$ cat src/rtl/tcp_rx_new_flow_setup.sv
// Slow-path new-flow installer: allocates a flow ID from an internal free list, writes the
// flow-CAM entry, then initialises RX/TX state and buffer indices before signalling done.
module tcp_rx_new_flow_setup #(
    parameter int          FLOWID_W = 3,
    parameter int          TUPLE_W  = 96,
    parameter logic [31:0] ISN_BASE = 32'h1000_0000,
    parameter logic [31:0] ISN_STEP = 32'h0001_0000
) (
    input  logic                clk,
    input  logic                rst,
    input  logic                slow_path_val,
    output logic                slow_path_rdy,
    input  logic [TUPLE_W-1:0]  slow_path_tuple,
    input  logic [31:0]         slow_path_seq,
    output logic                slow_path_done_val,
    input  logic                slow_path_done_rdy,
    output logic                slow_path_done_ok,
    output logic                cam_wr_val,
    input  logic                cam_wr_rdy,
    output logic [TUPLE_W-1:0]  cam_wr_tuple,
    output logic [FLOWID_W-1:0] init_flowid,
    output logic                rx_state_init_val,
    input  logic                rx_state_init_rdy,
    output logic [31:0]         rx_state_init_rcv_nxt,
    output logic                tx_state_init_val,
    input  logic                tx_state_init_rdy,
    output logic [31:0]         tx_state_init_isn,
    output logic                idx_init_val,
    input  logic                idx_init_rdy,
    input  logic                flow_free_val,
    output logic                flow_free_rdy,
    input  logic [FLOWID_W-1:0] flow_free_flowid
);

    localparam int                  NUM_FLOWS = 2 ** FLOWID_W;
    localparam int                  CNT_W     = FLOWID_W + 1;
    localparam logic [FLOWID_W-1:0] ONE_ID    = FLOWID_W'(1);
    localparam logic [FLOWID_W-1:0] LAST_ID   = FLOWID_W'(NUM_FLOWS - 1);
    localparam logic [CNT_W-1:0]    ONE_CNT   = CNT_W'(1);

    typedef enum logic [2:0] {
        S_INIT,
        S_IDLE,
        S_ALLOC,
        S_WR_CAM,
        S_WR_STATE,
        S_DONE
    } state_t;

    state_t               state_q, state_d;
    logic [FLOWID_W-1:0]  init_id_q, init_id_d;
    logic [FLOWID_W-1:0]  wr_ptr_q, wr_ptr_d;
    logic [FLOWID_W-1:0]  rd_ptr_q, rd_ptr_d;
    logic [CNT_W-1:0]     count_q, count_d;
    logic [FLOWID_W-1:0]  mem_q [NUM_FLOWS];

    logic [TUPLE_W-1:0]   tuple_q, tuple_d;
    logic [31:0]          rcv_nxt_q, rcv_nxt_d;
    logic [FLOWID_W-1:0]  flowid_q, flowid_d;
    logic [31:0]          isn_q, isn_d;
    logic [31:0]          tx_isn_q, tx_isn_d;
    logic                 ok_q, ok_d;
    logic                 acc_rx_q, acc_rx_d;
    logic                 acc_tx_q, acc_tx_d;
    logic                 acc_idx_q, acc_idx_d;

    logic                 slow_path_rdy_q, slow_path_rdy_d;
    logic                 flow_free_rdy_q, flow_free_rdy_d;
    logic                 cam_val_q, cam_val_d;
    logic                 rx_val_q, rx_val_d;
    logic                 tx_val_q, tx_val_d;
    logic                 idx_val_q, idx_val_d;
    logic                 done_val_q, done_val_d;

    logic                 push_en;
    logic [FLOWID_W-1:0]  push_id;
    logic                 pop_en;

    // Free-list bookkeeping: INIT seeds IDs in order, afterwards only teardown pushes.
    always_comb begin
        push_en = 1'b0;
        push_id = flow_free_flowid;
        if (state_q == S_INIT) begin
            push_en = 1'b1;
            push_id = init_id_q;
        end else if (flow_free_val && flow_free_rdy_q) begin
            push_en = 1'b1;
        end
        pop_en   = (state_q == S_ALLOC) && (count_q != '0);
        wr_ptr_d = push_en ? wr_ptr_q + ONE_ID : wr_ptr_q;
        rd_ptr_d = pop_en ? rd_ptr_q + ONE_ID : rd_ptr_q;
        count_d  = count_q;
        if (push_en && !pop_en) begin
            count_d = count_q + ONE_CNT;
        end else if (!push_en && pop_en) begin
            count_d = count_q - ONE_CNT;
        end
    end

    always_ff @(posedge clk) begin
        if (push_en) begin
            mem_q[wr_ptr_q] <= push_id;
        end
    end

    always_comb begin
        state_d   = state_q;
        init_id_d = init_id_q;
        tuple_d   = tuple_q;
        rcv_nxt_d = rcv_nxt_q;
        flowid_d  = flowid_q;
        isn_d     = isn_q;
        tx_isn_d  = tx_isn_q;
        ok_d      = ok_q;
        acc_rx_d  = acc_rx_q;
        acc_tx_d  = acc_tx_q;
        acc_idx_d = acc_idx_q;

        case (state_q)
            S_INIT: begin
                init_id_d = init_id_q + ONE_ID;
                if (init_id_q == LAST_ID) begin
                    state_d = S_IDLE;
                end
            end
            S_IDLE: begin
                if (slow_path_val && slow_path_rdy_q) begin
                    tuple_d   = slow_path_tuple;
                    rcv_nxt_d = slow_path_seq + 32'd1;
                    state_d   = S_ALLOC;
                end
            end
            S_ALLOC: begin
                if (count_q != '0) begin
                    flowid_d = mem_q[rd_ptr_q];
                    // Snapshot the ISN so the TX payload stays stable after isn_q advances.
                    tx_isn_d = isn_q;
                    state_d  = S_WR_CAM;
                end else begin
                    ok_d    = 1'b0;
                    state_d = S_DONE;
                end
            end
            S_WR_CAM: begin
                if (cam_wr_rdy) begin
                    state_d = S_WR_STATE;
                end
            end
            S_WR_STATE: begin
                acc_rx_d  = acc_rx_q  | (rx_val_q  & rx_state_init_rdy);
                acc_tx_d  = acc_tx_q  | (tx_val_q  & tx_state_init_rdy);
                acc_idx_d = acc_idx_q | (idx_val_q & idx_init_rdy);
                if (acc_rx_d && acc_tx_d && acc_idx_d) begin
                    ok_d    = 1'b1;
                    isn_d   = isn_q + ISN_STEP;
                    state_d = S_DONE;
                end
            end
            S_DONE: begin
                if (slow_path_done_rdy) begin
                    acc_rx_d  = 1'b0;
                    acc_tx_d  = 1'b0;
                    acc_idx_d = 1'b0;
                    state_d   = S_IDLE;
                end
            end
            default: state_d = S_INIT;
        endcase

        // Handshake outputs are registered copies of the next state.
        slow_path_rdy_d = (state_d == S_IDLE);
        flow_free_rdy_d = (state_d != S_INIT);
        cam_val_d       = (state_d == S_WR_CAM);
        rx_val_d        = (state_d == S_WR_STATE) && !acc_rx_d;
        tx_val_d        = (state_d == S_WR_STATE) && !acc_tx_d;
        idx_val_d       = (state_d == S_WR_STATE) && !acc_idx_d;
        done_val_d      = (state_d == S_DONE);
    end

    always_ff @(posedge clk) begin
        if (rst) begin
            state_q         <= S_INIT;
            init_id_q       <= '0;
            wr_ptr_q        <= '0;
            rd_ptr_q        <= '0;
            count_q         <= '0;
            tuple_q         <= '0;
            rcv_nxt_q       <= '0;
            flowid_q        <= '0;
            isn_q           <= ISN_BASE;
            tx_isn_q        <= '0;
            ok_q            <= 1'b0;
            acc_rx_q        <= 1'b0;
            acc_tx_q        <= 1'b0;
            acc_idx_q       <= 1'b0;
            slow_path_rdy_q <= 1'b0;
            flow_free_rdy_q <= 1'b0;
            cam_val_q       <= 1'b0;
            rx_val_q        <= 1'b0;
            tx_val_q        <= 1'b0;
            idx_val_q       <= 1'b0;
            done_val_q      <= 1'b0;
        end else begin
            state_q         <= state_d;
            init_id_q       <= init_id_d;
            wr_ptr_q        <= wr_ptr_d;
            rd_ptr_q        <= rd_ptr_d;
            count_q         <= count_d;
            tuple_q         <= tuple_d;
            rcv_nxt_q       <= rcv_nxt_d;
            flowid_q        <= flowid_d;
            isn_q           <= isn_d;
            tx_isn_q        <= tx_isn_d;
            ok_q            <= ok_d;
            acc_rx_q        <= acc_rx_d;
            acc_tx_q        <= acc_tx_d;
            acc_idx_q       <= acc_idx_d;
            slow_path_rdy_q <= slow_path_rdy_d;
            flow_free_rdy_q <= flow_free_rdy_d;
            cam_val_q       <= cam_val_d;
            rx_val_q        <= rx_val_d;
            tx_val_q        <= tx_val_d;
            idx_val_q       <= idx_val_d;
            done_val_q      <= done_val_d;
        end
    end

    assign slow_path_rdy         = slow_path_rdy_q;
    assign flow_free_rdy         = flow_free_rdy_q;
    assign cam_wr_val            = cam_val_q;
    assign rx_state_init_val     = rx_val_q;
    assign tx_state_init_val     = tx_val_q;
    assign idx_init_val          = idx_val_q;
    assign slow_path_done_val    = done_val_q;
    assign slow_path_done_ok     = ok_q;
    assign cam_wr_tuple          = tuple_q;
    assign init_flowid           = flowid_q;
    assign rx_state_init_rcv_nxt = rcv_nxt_q;
    assign tx_state_init_isn     = tx_isn_q;

endmodule

$ cat config.mk
export PLATFORM = sky130hd
export DESIGN_NAME = tcp_rx_new_flow_setup
export DESIGN_NICKNAME = d
export VERILOG_FILES = /design/src/rtl/tcp_rx_new_flow_setup.sv
export SDC_FILE = /design/constraint.sdc
export NUM_CORES = 1
export LEC_CHECK = 0
export CAP_MARGIN = 15
export CORE_UTILIZATION = 50
export CTS_BUF_LIST = sky130_fd_sc_hd__clkbuf_8
export DETAILED_ROUTE_END_ITERATION = 10
export GPL_TIMING_DRIVEN = 0
export PLACE_DENSITY = 0.88
export SLEW_MARGIN = 20
export SYNTH_ARGS = -nofsm -noshare
export SYNTH_HDL_FRONTEND = slang
export SYNTH_SLANG_ARGS = --single-unit
export TNS_END_PERCENT = 1
$ cat constraint.sdc
create_clock -name clk -period 4.9 [get_ports clk]
set_clock_uncertainty 0.1 [all_clocks]
set_input_delay 0.98 -clock clk [delete_from_list [all_inputs] [get_ports clk]]
set_output_delay 0.98 -clock clk [all_outputs]
set_load 0.02 [all_outputs]
==> metrics.cfg <==
[run_status]
status=completed

[cells_and_area]
fin_nets=1472
final_common_cell=clkdlybuf4s50_1
n_antenna_cell=0
layout-drive-gt1-share_pct=6.301
layout_common_cells=clkdlybuf4s50_1, nand2_1, dfxtp_1
area_growth_pct=45.56

[setup_path]
worstReg2RegStart=count_q[0]
crit_buf_inv=3
worstPathArrival_ps=4170
crit_chain=nor4_1 -> nor3_2 -> clkinv_1 -> clkbuf_1 -> ha_1 -> inv_1 -> ha_1 -> a21o_1 -> a21oi_1 -> xnor2_1 -> or3_1 -> a21oi_1
critPathKind=flip-flop to flip-flop
crit_path_top_delay_cell=nor4_1
path_max_fanout=10
r2r-end=count_q[3]
reg2reg_depth=12
required_ps=5250
crit_family=simple AND/OR/NAND/NOR gates
critPathMaxStageDelay_ps=830
r2r_setup_slack_ps=1080
worstSetupStartpoint=count_q[0]
cp-end-kind=flip-flop
worstSetupStartpointType=flip-flop

[detailed_routing]
wl_met3_um=2211
drtIter0Drc=428
wl_met2_um=13020
vias=8255
drt-met1-wl_um=10040
drtPass1Iterations=5
ant_nets=0
route.detailed.drc=0
routed.top_layer=met4
vias_per_cell=5.261
drt_wl_total_um=26390
wl_per_cell_um=16.82

[timing]
post-route-period-util_pct=78.04
hold_violations=0
finalWorstSetupSlack_ps=1076
fmax_ghz=0.2615
relSlewSlack_pct=35.61
fin_crit_ps=3824
setup_tns_ps=0
setup_viol=0
rsz0062_at_grt=no
slew_viol_final=0
worst_pin_slew_ps=957.0

[die]
io_pins=311
rows=47
die_w_um=133.1
core_area_um2=16700
die_area_um2=17720
die_h_um=133.1
start_util_pct=51.48

[place]
dpl.hpwl_um=18950
globalplace.congestion=0.8688
portBuffers=294
pre_cts_ws_ps=1086

[hold_path]
whs_path_depth=2
hold_path_class=flip-flop to flip-flop
hp-start=cam_wr_tuple[63]
hold_end=cam_wr_tuple[63]

[clock_tree]
cts_resized=0
cts_tree=built
path_clk_slew_ps=60
cts_max_level=2
cts_sinks=214
cts-root-buf=clkbuf_8
cts_buffers=35
cts_hold_buffers=0
cts_buffer_depth=3
cts_setup_buffers=0
clk_latency_ps=520

[synth]
synth_enable_flop_cells=24
netlist_area_um2=8598
avgSynthCellArea_um2=8.810
syn_inst=976
ys_top_cells_by_area=dfxtp_1, nand2_1, edfxtp_1
synth-seq-cells=214
synth_top_area_share_pct=44.24
yosys_warnings=0
synthArstFlopShare_pct=0
ys_types=45
yosysSeqAreaShare_pct=52.62
synth_top_cell_by_area=dfxtp_1
ys.flop_type=dfxtp_1

[global_routing]
track_usage_pct=28.91
globalRouteOverflowTotal=0
first_global_vias=7924
antenna_found_initial=0
grt_first_pass_wirelength_um=40120
grt_max_degree=11

[power_and_ir_drop]
power.leakage_nw=4.352
vdd_drop_max_v=0.0001590
cellPowerDensity_nw_per_um2=280.1

[flow_run]
maxCapViolations=0

[worst max path at each step]
| stage | end | depth (start not counted) | slack, ps |
|---|---|---|---|
| global placement | cam_wr_tuple[79] | 8 | 1140 |
| detailed placement | cam_wr_tuple[79] | 8 | 1090 |
| finish | count_q[3] | 12 | 1080 |
| global route | count_q[3] | 12 | 920 |
| floorplan | count_q[3] | 12 | 1880 |
| CTS | count_q[3] | 12 | 1130 |
[area by class of cell]
class / count / area, um^2
clock buffers: 38 / 523.0
fillers: 1193 / 4185
clock inverters: 26 / 120.1
plain buffers: 75 / 346.6
flip-flops and latches: 214 / 4524
multi-input cells: 692 / 3746
repair buffers: 294 / 2943
well taps: 220 / 275.3
inverters: 10 / 37.54
[flip-flops by register name, summed over array words and instances, names as in the netlist, 3 cells and up]
signal / cells
init_id_q: 3
isn_q: 16
wr_ptr_q: 3
init_flowid: 3
rd_ptr_q: 3
mem_q: 24
rx_state_init_rcv_nxt: 32
cam_wr_tuple: 96
count_q: 4
tx_state_init_isn: 16
state_q: 3
[routing by layer]
metal | track usage, % | up-vias
met5 | 0 | -
met4 | 15.40 | 0
met3 | 7.534 | 82
met2 | 50.73 | 386
met1 | 32.08 | 3807
li1 | - | 3980
[logic make-up after synthesis]
group | share of synthesized area [%]
AND/OR/NAND/NOR | 21.74
flip-flops | 52.62
AO/OA/AOI/OAI | 11.71
buffers and inverters | 4.467
XOR/XNOR | 5.093
multiplexers | 2.779
adder cells (fa/ha/maj) | 1.543
other | 0.04361
[where the power goes]
| group | total [mW] | switching [mW] | internal (mW) |
|---|---|---|---|
| registers | 1.81 | 0.0124 | 1.80 |
| clock network | 1.44 | 0.716 | 0.722 |
| logic | 0.260 | 0.117 | 0.143 |
[cells in the mapped netlist (2+ instances only)]
library cell,count
nand2_1,248
dfxtp_1,190
a21oi_1,129
nor2_1,79
clkbuf_1,55
xor2_1,33
a211oi_1,30
nand4_1,25
edfxtp_1,24
buf_4,17
xnor2_1,17
nand3_1,16
and3_1,13
nor3_1,10
ha_1,9
inv_1,9
mux2i_1,7
mux4_2,6
nand2b_1,6
and2_1,5
o21ai_0,5
or3_1,5
a311oi_1,4
and4_1,3
mux2_2,3
nor2b_1,3
nor4_1,3
a31oi_1,2
buf_1,2
nor3_2,2
nor4_4,2
[through the flow]
step / instance area [um^2] / hold WS (ps) / std cells / util, % / total power [mW]
after floorplan: 8655 / 331.9 / 991 / - / 1.944
after global placement: 11870 / 340.7 / 1505 / 71.09 / 2.097
after detailed placement: 11870 / 345.5 / 1505 / 71.09 / 2.101
after CTS: 12520 / 353.4 / 1569 / 74.94 / 3.524
after global routing: 12520 / 369.3 / 1569 / 74.94 / 3.621
final: 12520 / 352.8 / 1569 / 74.94 / 3.506
[worst register-to-register path: cells and delay by family, from the launching register on]
family          cells  cell delay [ps]
simple gates        3             1370
buf+inv             3              790
fa+ha+maj           2              580
compound gates      3              480
flops               1              360
xor+xnor            1               90
No activity file was read; power rests on OpenSTA's default activity.
==> variant 1 (same settings) <==
Change the parameter `FLOWID_W` from 3 to 4.
--- a/src/rtl/tcp_rx_new_flow_setup.sv
+++ b/src/rtl/tcp_rx_new_flow_setup.sv
@@ -1,7 +1,7 @@
 // Slow-path new-flow installer: allocates a flow ID from an internal free list, writes the
 // flow-CAM entry, then initialises RX/TX state and buffer indices before signalling done.
 module tcp_rx_new_flow_setup #(
-    parameter int          FLOWID_W = 3,
+    parameter int          FLOWID_W = 4,
     parameter int          TUPLE_W  = 96,
     parameter logic [31:0] ISN_BASE = 32'h1000_0000,
     parameter logic [31:0] ISN_STEP = 32'h0001_0000
Interface: changed (resized flow_free_flowid and init_flowid); port bits go from 311 to 313. No check against the original RTL was run, so the function may have changed too.
==> variant 1 against the unedited design <==
  * Critical path depth increased by 1
  * Area after synthesis increased by 22%
  * Routed wire length increased by 20%
  * Utilization decreased by 3.0 points
  * Sequential cell count increased by 45
  * Non-clock buffer count increased by 14
  * First-iteration DRC count increased by 12%
  * Setup slack got worse by 0.11 ns
  * Synthesized cell count increased by 14%
  * Cell area increased by 17%
  * Power increased by 22%
  * Critical endpoint is now count_q[4]$_SDFFE_PP0P_
  * Largest cell class unchanged
==> variant 1: results (changes against the unedited design) <==
status: "finished clean"
multi_input_area_share_pct: 28.9  # -1.0 points
n_all_inverters: 13  # +3
cellLeakagePower_nw: 5.11  # +17%
grt_max_degree: 17  # +6
synth-compound-area-share_pct: 10.8  # -0.93 points
synthTopCellsByCount: "nand2_1 (252), dfxtp_1 (195), a21oi_1 (126)"
multi_input_comb_cells: 765  # +11%
wl_per_cell_um: 17.9  # +6.4%
viasPerCell: 5.33  # +1.2%
drive_gt1_share_pct: 7.76  # +1.5 points
use_met1_pct: 34.1  # +2.0 points
first_global_vias: 9057  # +14%
r2r_start: "state_q[2]$_SDFF_PP0_"
grtUsageMet3_pct: 6.30  # -1.2 points
power_density_nw_per_um2: 292  # +4.1%
numCtsBuffers: 41  # +17%
synth_fa_ha_area_share_pct: 1.62  # +0.081 points
share_comb_of_total_power_pct: 6.4  # -1.0 points
drt-met1-wl_mm: 12.2  # +22%
track_usage_pct: 28.9  # about the same
worstSetupEndpoint: "count_q[4]$_SDFFE_PP0P_"
first_iter_violations: 480  # +12%
seq_area_um2: 5830  # +29%
reg2reg_slack_ns: 0.97  # -0.11 ns
fillerInstances: 1493  # +25%
irDropWorstVdd_v: 0.000202  # +27%
numPortBuffers: 295  # +0.34%
nClkBuffers: 50  # +32%
gr-usage-met2_pct: 50.5  # -0.28 points
yosysSeqAreaShare_pct: 55.6  # +2.9 points
synthMuxAreaShare_pct: 3.96  # +1.2 points
synth.distinct_cells: 49  # +8.9%
path_clk_slew_ns: 0.06  # about the same
grt_pass1_wl_mm: 48.7  # +21%
max_slew_margin_pct: 45.8  # +10 points
powerSeq_mw: 2.22  # +23%
clock_latency_ns: 0.54  # +0.02 ns
antenna_found_initial: 2  # +2
crit_path_max_incr_delay_ns: 0.48  # -0.35 ns
ys_top_cells_by_area: "dfxtp_1 (37%), edfxtp_1 (18%), nand2_1 (9.0%), a21oi_1 (6.0%), nor2_1 (3.3%)"
clk_share_pct: 5.50  # +0.36 points
cp-startpoint: "state_q[2]$_SDFF_PP0_"
n_all_buffers: 383  # +3.8%
ys_ff_latch: 259  # +21%
rr_worst_depth: 13  # +1
switchingPower_mw: 0.983  # +16%
dp_hpwl_mm: 23.4  # +23%
dr_wl_met3_mm: 2.39  # +8.0%
gp_congestion: 0.901  # +3.7%
synth_edf_count: 64  # +170%
diodes: 2  # +2
slowest_stage: "a21boi_0"
synthXorXnorAreaFrac_pct: 4.43  # -0.67 points
wl_met2_mm: 15.8  # +21%
nNetsFinal: 1617  # +9.9%
-- variant 1: changes by cell type after synthesis, moves of 10 or more --
cell	unedited run	this run
edfxtp_1	24	64
nor2_1	79	92
mux2i_1	7	28
clkbuf_1	55	45
o22ai_1	0	12
buf_2	1	21
-- variant 1: worst min-delay path by stage --
stage / slack, ns / cells after the start / startpoint / to
after floorplan: 0.34 / 2 / isn_q[31]$_SDFFE_PP0P_ / tx_state_init_isn[31]$_SDFFE_PP0N_
after global placement: 0.34 / 2 / cam_wr_tuple[65]$_SDFFE_PP0P_ / cam_wr_tuple[65]$_SDFFE_PP0P_
after detailed placement: 0.35 / 2 / cam_wr_tuple[1]$_SDFFE_PP0P_ / cam_wr_tuple[1]$_SDFFE_PP0P_
after CTS: 0.36 / 2 / cam_wr_tuple[84]$_SDFFE_PP0P_ / cam_wr_tuple[84]$_SDFFE_PP0P_
after global routing: 0.37 / 2 / cam_wr_tuple[1]$_SDFFE_PP0P_ / cam_wr_tuple[1]$_SDFFE_PP0P_
final: 0.35 / 2 / cam_wr_tuple[95]$_SDFFE_PP0P_ / cam_wr_tuple[95]$_SDFFE_PP0P_
-- variant 1: per-stage QoR --
stage / cell area, µm² / worst slack [ns] / instances / utilization (%) / hold slack [ns]
6_report: 14600 / 0.965 / 1767 / 71.9 / 0.353
5_1_grt: 14600 / 0.741 / 1766 / 71.9 / 0.367
4_1_cts: 14600 / 1.02 / 1765 / 71.9 / 0.355
3_5_place_dp: 13800 / 1.08 / 1690 / 67.9 / 0.347
3_3_place_gp: 13800 / 1.13 / 1690 / 67.9 / 0.341
2_1_floorplan: 10500 / 1.83 / 1125 / - / 0.341
==> variant 2 (config.mk and constraints unchanged) <==
Made on the original files. The 6 states of `state_t` get a one-hot encoding in 6 bits.
--- a/src/rtl/tcp_rx_new_flow_setup.sv
+++ b/src/rtl/tcp_rx_new_flow_setup.sv
@@ -38,13 +38,13 @@
     localparam logic [FLOWID_W-1:0] LAST_ID   = FLOWID_W'(NUM_FLOWS - 1);
     localparam logic [CNT_W-1:0]    ONE_CNT   = CNT_W'(1);
 
-    typedef enum logic [2:0] {
-        S_INIT,
-        S_IDLE,
-        S_ALLOC,
-        S_WR_CAM,
-        S_WR_STATE,
-        S_DONE
+    typedef enum logic [5:0] {
+        S_INIT     = 6'b000001,
+        S_IDLE     = 6'b000010,
+        S_ALLOC    = 6'b000100,
+        S_WR_CAM   = 6'b001000,
+        S_WR_STATE = 6'b010000,
+        S_DONE     = 6'b100000
     } state_t;
 
     state_t               state_q, state_d;
Behaviour: no difference found for any inputs over 10 cycles, from zero or initial values and one cycle with rst high; not proved beyond that.
==> variant 2 against the unedited design <==
  * Sequential cell count up 3
  * Sequential power is 2% higher
  * Largest cell class unchanged
  * Power up 5.2%
  * Area after synthesis is 1.6% higher
  * Critical path type unchanged
  * Critical path depth is the same
  * Routed wire length up 3.4%
  * Setup slack better by 0.48 ns
  * Cell area grew 1.6%
==> variant 2: results (changes against the unedited design) <==
postCtsSetupRepairBufs: 0  # unchanged
irDropWorstVdd_v: 0.000202  # +27%
nNetsFinal: 1482  # +0.68%
clock_latency_ns: 0.53
cellLeakagePower_nw: 4.53  # +4.2%
yosys_most_used_dff: "dfxtp_1"
wirelength_mm: 27.3  # +3.4%
numCtsBuffers: 37  # +5.7%
vias: 8355  # +1.2%
htree_levels: 2  # unchanged
ys.warnings.count: 0  # unchanged
dpl_cell_area_um2: 12000  # +1.2%
hold_path_class: "flop to flop"
ys_top_cells_by_area: "dfxtp_1 (44%), nand2_1 (11%), a21oi_1 (8.9%), edfxtp_1 (8.2%), xor2_1 (2.8%)"
synthTopCellsByCount: "nand2_1 (251), dfxtp_1 (193), a21oi_1 (155)"
path_clk_slew_ns: 0.06  # about the same
dr.pass1.iters: 6  # +1
yosysSeqAreaShare_pct: 52.5  # -0.16 points
cts_buffer_depth: 3  # unchanged
clock-root-buffer: "clkbuf_8"
place_inst: 1513  # +0.53%
cp_data_arrival_time_ns: 3.71  # -0.46 ns
final_hold_viol_count: 0  # unchanged
viasPerCell: 5.31  # +0.89%
cts_resized: 0  # unchanged
diodes: 0  # unchanged
first_iter_violations: 604  # +41%
synth-async-reset-ratio_pct: 0  # unchanged
synth.distinct_cells: 54  # +20%
track_usage_pct: 29.9  # +1.0 points
cp_max_fo: 10  # unchanged
drive_gt1_share_pct: 8.27  # +2.0 points
fillerInstances: 1192  # -0.084%
syn_avg_cell_area_um2: 8.88  # +0.82%
status: "finished clean"
dp_hpwl_mm: 20.1  # +6.0%
post-place-ws_ns: 1.31  # +0.224 ns
max_slew_margin_pct: 41.4  # +5.8 points
antenna_found_initial: 1  # +1
largest_reg_flops: 96  # unchanged
grt_pass1_wl_mm: 42.2  # +5.1%
gp_congestion: 0.881  # +1.4%
grt_max_degree: 11  # unchanged
## variant 2: cells by family after synthesis
| logic type | Yosys count | synth area share [%] |
|---|---|---|
| mux | 17 | 2.85 |
| xor+xnor | 49 | 4.91 |
| flops | 217 | 52.5 |
| fa+ha+maj | 10 | 1.52 |
| buf+inv | 87 | 4.87 |
| other cells | 1 | 0.0429 |
| compound gates | 208 | 12.5 |
| simple gates | 395 | 20.8 |
## variant 2: worst max-delay path: stages (launching register included)
cell,delay [ns]
dfxtp_1,0.38
or4_4,0.58
nor3_4,0.46
inv_2,0.06
buf_2,0.21
ha_1,0.23
inv_1,0.12
ha_1,0.25
a21o_1,0.17
a21oi_1,0.16
xnor2_1,0.10
or3_1,0.31
a21oi_1,0.14
## variant 2: final timing paths
check                                  endpoint  depth (start not counted)  slack, ns                          startpoint
min          tx_state_init_isn[27]$_SDFFE_PP0N_                          2       0.35  tx_state_init_isn[27]$_SDFFE_PP0N_
max                     count_q[3]$_SDFFE_PP0P_                         12       1.55               state_q[4]$_SDFF_PP0_
min reg2reg  tx_state_init_isn[27]$_SDFFE_PP0N_                          2       0.35  tx_state_init_isn[27]$_SDFFE_PP0N_
max reg2reg             count_q[3]$_SDFFE_PP0P_                         12       1.55               state_q[4]$_SDFF_PP0_
## variant 2: layer usage
metal / vias to the layer above / part of all wire, % / track usage, %
met5: - / 0.048 / 0
met1: 3901 / 40 / 34.2
met2: 346 / 49 / 51.0
met3: 105 / 5.6 / 6.88
met4: 2 / 5.3 / 17.9
li1: 4001 / - / -
## variant 2: power by group
part	total, mW	switching, mW	internal (mW)
clock	1.57	0.711	0.856
sequential	1.85	0.0161	1.83
combinational	0.275	0.123	0.152
total	3.69	0.850	2.84
## variant 2: cell type report
type | instances | area [µm²] | area share, %
clock buffers | 47 | 647 | 5.09
flip-flops and latches | 217 | 4580 | 36.0
well taps | 220 | 275 | 2.16
plain buffers | 76 | 384 | 3.02
inverters | 11 | 41.3 | 0.325
multi-input cells | 695 | 3790 | 29.8
clock inverters | 14 | 60.1 | 0.472
repair buffers | 294 | 2940 | 23.1
